$ cat src/rtl/if_stage_pkg.sv
// Shared definitions for the instruction-fetch stage: word width, reset
// vector default, NOP encoding, the fetch FSM state type and an alignment
// helper used wherever a PC is about to be loaded.
`timescale 1ns/1ps
package if_stage_pkg;

  localparam int WORD_W = 32;

  localparam logic [WORD_W-1:0] RESET_PC_DEFAULT = 32'h0000_0000;

  localparam logic [WORD_W-1:0] NOP_INSTR = 32'h0000_0000;

  typedef enum logic [1:0] {
    S_FETCH = 2'd0,
    S_VALID = 2'd1,
    S_ERR   = 2'd2
  } fetch_state_t;

  // Instructions are word aligned, so the two low address bits must be zero.
  function automatic logic isAligned(input logic [WORD_W-1:0] addr);
    return (addr[1:0] == 2'b00);
  endfunction

endpackage

$ cat src/rtl/if_stage.sv
// Instruction-fetch stage. Holds the PC, issues one instruction-memory read
// per PC, latches the returned word and offers it to decode with a
// valid/ready handshake. The PC only advances when decode accepts and the
// control unit enables the PC write. A redirect (flush) beats everything but
// reset, and a misaligned target parks the stage in an error state until
// the next flush or reset.
`timescale 1ns/1ps
module if_stage
  import if_stage_pkg::*;
#(
  parameter logic [WORD_W-1:0] RESET_PC = RESET_PC_DEFAULT
) (
  input  logic              CLK,
  input  logic              RST,
  input  logic [WORD_W-1:0] next_pc,
  input  logic              pc_wre,
  input  logic              flush,
  input  logic [WORD_W-1:0] flush_pc,
  output logic [WORD_W-1:0] cur_pc,
  output logic              imem_req,
  output logic [WORD_W-1:0] imem_addr,
  input  logic              imem_ack,
  input  logic [WORD_W-1:0] imem_rdata,
  output logic [WORD_W-1:0] instr,
  output logic              instr_valid,
  input  logic              instr_ready,
  output logic              addr_err,
  output logic [WORD_W-1:0] fetch_cnt
);

  fetch_state_t      r_state;
  logic              r_imemReq;
  logic              r_instrValid;
  logic              r_addrErr;
  logic [WORD_W-1:0] r_curPc;
  logic [WORD_W-1:0] r_instr;
  logic [WORD_W-1:0] r_fetchCnt;

  logic w_capture;
  logic w_accept;
  logic w_acceptOk;
  logic w_flushOk;

  // Decode of this cycle's events; flush masking is applied in the register blocks.
  assign w_capture  = (r_state == S_FETCH) && imem_ack;
  assign w_accept   = (r_state == S_VALID) && instr_ready && pc_wre;
  assign w_acceptOk = w_accept && isAligned(next_pc);
  assign w_flushOk  = flush && isAligned(flush_pc);

  // Fetch FSM with registered request/valid/error outputs.
  always_ff @(posedge CLK) begin
    if (!RST) begin
      r_state      <= S_FETCH;
      r_imemReq    <= 1'b1;
      r_instrValid <= 1'b0;
      r_addrErr    <= 1'b0;
    end else if (flush) begin
      r_instrValid <= 1'b0;
      if (w_flushOk) begin
        r_state   <= S_FETCH;
        r_imemReq <= 1'b1;
        r_addrErr <= 1'b0;
      end else begin
        r_state   <= S_ERR;
        r_imemReq <= 1'b0;
        r_addrErr <= 1'b1;
      end
    end else begin
      case (r_state)
        S_FETCH: begin
          if (w_capture) begin
            r_state      <= S_VALID;
            r_imemReq    <= 1'b0;
            r_instrValid <= 1'b1;
          end
        end
        S_VALID: begin
          if (w_accept) begin
            r_instrValid <= 1'b0;
            if (w_acceptOk) begin
              r_state   <= S_FETCH;
              r_imemReq <= 1'b1;
            end else begin
              r_state   <= S_ERR;
              r_imemReq <= 1'b0;
              r_addrErr <= 1'b1;
            end
          end
        end
        S_ERR: begin
          r_imemReq    <= 1'b0;
          r_instrValid <= 1'b0;
        end
        default: begin
          r_state      <= S_FETCH;
          r_imemReq    <= 1'b1;
          r_instrValid <= 1'b0;
        end
      endcase
    end
  end

  // PC register: redirect wins over accept; misaligned targets leave it untouched.
  always_ff @(posedge CLK) begin
    if (!RST) begin
      r_curPc <= RESET_PC;
    end else if (flush) begin
      if (w_flushOk) begin
        r_curPc <= flush_pc;
      end
    end else if (w_acceptOk) begin
      r_curPc <= next_pc;
    end
  end

  // Instruction latch: only a non-flushed ack in the fetch state captures data.
  always_ff @(posedge CLK) begin
    if (!RST) begin
      r_instr <= NOP_INSTR;
    end else if (!flush && w_capture) begin
      r_instr <= imem_rdata;
    end
  end

  // Accepted-instruction counter; wraps silently at the top of its range.
  always_ff @(posedge CLK) begin
    if (!RST) begin
      r_fetchCnt <= '0;
    end else if (!flush && w_accept) begin
      r_fetchCnt <= r_fetchCnt + 32'd1;
    end
  end

  assign cur_pc      = r_curPc;
  assign imem_req    = r_imemReq;
  assign imem_addr   = r_curPc;
  assign instr       = r_instr;
  assign instr_valid = r_instrValid;
  assign addr_err    = r_addrErr;
  assign fetch_cnt   = r_fetchCnt;

endmodule

$ cat config.mk
export PLATFORM = sky130hd
export DESIGN_NAME = if_stage
export DESIGN_NICKNAME = d
export VERILOG_FILES = /design/src/rtl/if_stage_pkg.sv /design/src/rtl/if_stage.sv
export SDC_FILE = /design/constraint.sdc
export NUM_CORES = 1
export LEC_CHECK = 0
export BUFFER_PORTS_ARGS = -buffer_cell sky130_fd_sc_hd__buf_2
export CORE_MARGIN = 1.5
export CORE_UTILIZATION = 41
export DETAILED_ROUTE_END_ITERATION = 8
export GPL_ROUTABILITY_DRIVEN = 0
export GPL_TIMING_DRIVEN = 0
export PLACE_DENSITY = 0.76
export SLEW_MARGIN = 20
export SYNTH_ARGS = -nofsm -noshare
export SYNTH_HDL_FRONTEND = slang
export SYNTH_SLANG_ARGS = --single-unit
$ cat constraint.sdc
create_clock -name CLK -period 1.88 [get_ports CLK]
set_input_delay 0.188 -clock CLK [delete_from_list [all_inputs] [get_ports CLK]]
set_output_delay 0.188 -clock CLK [all_outputs]
set_load 0.05 [all_outputs]
==> flow_summary.ini <==
[layout]
finish.instance_area_sq_um = 6400
utilization = 0.593
final_common_cell = buf_2
antenna_cells = 0
multi_input_area_sq_um = 2290
drive_gt1_frac = 0.446
layout_common_cells = buf_2, dfxtp_1, nand2_1
final_nets = 892
seq_area_sq_um = 2070
num-fill-cells = 956
syn_to_final_growth_pct = 41.1

[clock_network]
cts_sinks = 101
clk_latency_ps = 360
cts_hold_buf = 0
cts_max_level = 3
clkTransAtPathRegs_ps = 90
clock_path_buffers = 2
cts_inserted_buffers = 9
cts_tree = built
cts_root_buf = clkbuf_8

[flow_run]
maxCapViolCount = 0

[synth]
synth-seq-cells = 101
synth_top_area_share = 0.446
synth_compound_area_frac = 0.163
muxShareOfSynthArea = 0.0706
ys_async_sr_fraction = 0
yosys.area.top_type = dfxtp_1
yosys.area_share.adder = 0.00276
synthTopCellsByArea = dfxtp_1, mux2i_1, nand2_1
seq_area_frac_synth = 0.446
synth_top_family_by_area = simple AND/OR/NAND/NOR gates
ys_types = 41
avgSynthCellArea_sq_um = 8.58
syn_area_sq_um = 4540
yosys.area_share.simple = 0.221
synth_cells = 529
synth_edf_count = 0
ys.flop_type = dfxtp_1
yosys_warnings = 0
yosys.area_share.xor_xnor = 0.0135
syn_nets = 632

[global_routing]
grt_start_max_net_pins = 15
grt_pass1_wl_um = 21100
grt_pass1_vias = 4450
grt-ovfl-total = 0
grtUsageTotal = 0.228
antenna_found_initial = 0

[status]
status = complete, but fails checks
violations = setup timing

[die]
die_width_um = 108
fp.coreArea_sq_um = 10800
rows = 38
initial_utilization = 0.420
boundaryPins = 233
die_area_sq_um = 11700
die_h_um = 108

[timing]
maxSlewHeadroom = 0.529
skew_ps = 14.1
timing.fmax_ghz = 0.519
rsz0062_at_grt = true
fin_setup_tns_ps = -110
fin_crit_sh = 1.02
worst_pin_slew_ps = 707
postLayoutSetupSlackWorst_ps = -46.9
period_needed_ps = 1930
drv_slew = 0
whs_ps = 63.7
setup_viol = 4
finalHoldViolations = 0

[setup_path]
start_kind = flip-flop
required_ps = 2170
critPathCapture = fetch_cnt[19]
setup.worst_path.end_class = flip-flop
crit_type = reg -> reg
r2r-start = r_state[1]
r2r_cells = 6
reg2reg_slack_ps = -50
cp-startpoint = r_state[1]
crit_fanout = 8
worstPathArrival_ps = 2210
r2r_end = fetch_cnt[19]

[placement]
dpl_cell_area_sq_um = 5910
dp_slack_ps = -515
hpwl_um = 10500
io_buffers = 232

[detailed_routing]
drtAntennaViolNets = 0
drt_pass1_iterations = 5
vias = 4877
wl_um = 14300
post_drt_wl_per_cell_um = 15.3
viasPerCell = 5.22
drt_iter0_markers = 197
drc = 0

[power]
power_density_nw_per_um2 = 685
leakagePower_nw = 3.03
ir_drop_mv = 0.371

[worst_hold_path]
hp-class = in -> reg
worstHoldPathCells = 3
-- cells in the mapped netlist (all sizes together) (7+ instances only) --
library cell,count
and3,7
or4,11
buf,36
o21ai,12
nand2,83
dfxtp,101
o31ai,8
mux2i,32
nor2,42
or3,10
nand4,12
a211oi,30
nand3,7
clkbuf,30
a21oi,54
-- repair_timing --
item / CTS / global route
pin swaps: 7 / 20
buffers inserted: 6 / 10
endpoints found under the setup margin: 52 / 63
cloned: 0 / 2
gates resized for setup: 22 / 56
-- power breakdown --
part	internal [mW]	leakage (nW)	total, mW	switching, mW
Combinational	0.300	2.12	0.938	0.638
Clock	0.476	0.0765	1.20	0.725
Sequential	2.20	0.833	2.25	0.0499
-- how the worst min path moves through the flow --
stage	startpoint	to	slack, ps
5_1_grt	imem_rdata[9]	instr[9]	40
3_3_place_gp	imem_rdata[12]	instr[12]	430
3_5_place_dp	imem_rdata[15]	instr[15]	440
6_report	imem_rdata[21]	instr[21]	60
2_1_floorplan	imem_rdata[17]	instr[17]	320
4_1_cts	imem_rdata[21]	instr[21]	50
-- registers in the layout, indices dropped and copies added, names as in the netlist --
register     flops
imem_req         1
r_state          2
cur_pc          32
addr_err         1
instr_valid      1
fetch_cnt       32
instr           32
-- per-stage QoR --
step / instances / total power [mW]
floorplan: 529 / 2.93
global placement: 901 / 3.19
detailed placement: 901 / 3.21
CTS: 923 / 4.41
global route: 934 / 4.56
finish: 934 / 4.39
-- per-layer routing --
layer	routed length (um)	vias to the layer above	track usage
li1	-	2371	-
met2	7540	198	0.423
met1	5590	2290	0.261
met4	195	0	0.0761
met5	0	-	0
met3	960	18	0.0428
-- cell type report --
class / count / area share
multi-input cells: 361 / 0.358
flip-flops and latches: 101 / 0.323
repair buffers: 250 / 0.203
plain buffers: 65 / 0.0645
well taps: 140 / 0.0274
clock buffers: 13 / 0.0217
clock inverters: 3 / 0.00195
inverters: 1 / 0.000586
-- worst max-delay path, stage by stage (launching register included) --
cell	delay (ps)
dfxtp_4	370
buf_6	120
nor4bb_4	340
nand4_1	180
clkbuf_8	200
or4_4	510
a21oi_2	140
-- logic make-up after synthesis --
family / after synthesis
DFF: 101
and+or+nand+nor: 204
AOI/OAI and AO/OA: 117
xor gates and xnor gates: 7
muxes: 32
buffers and inverters: 67
adders and majority gates: 1
No activity file was read; power rests on OpenSTA's default activity.
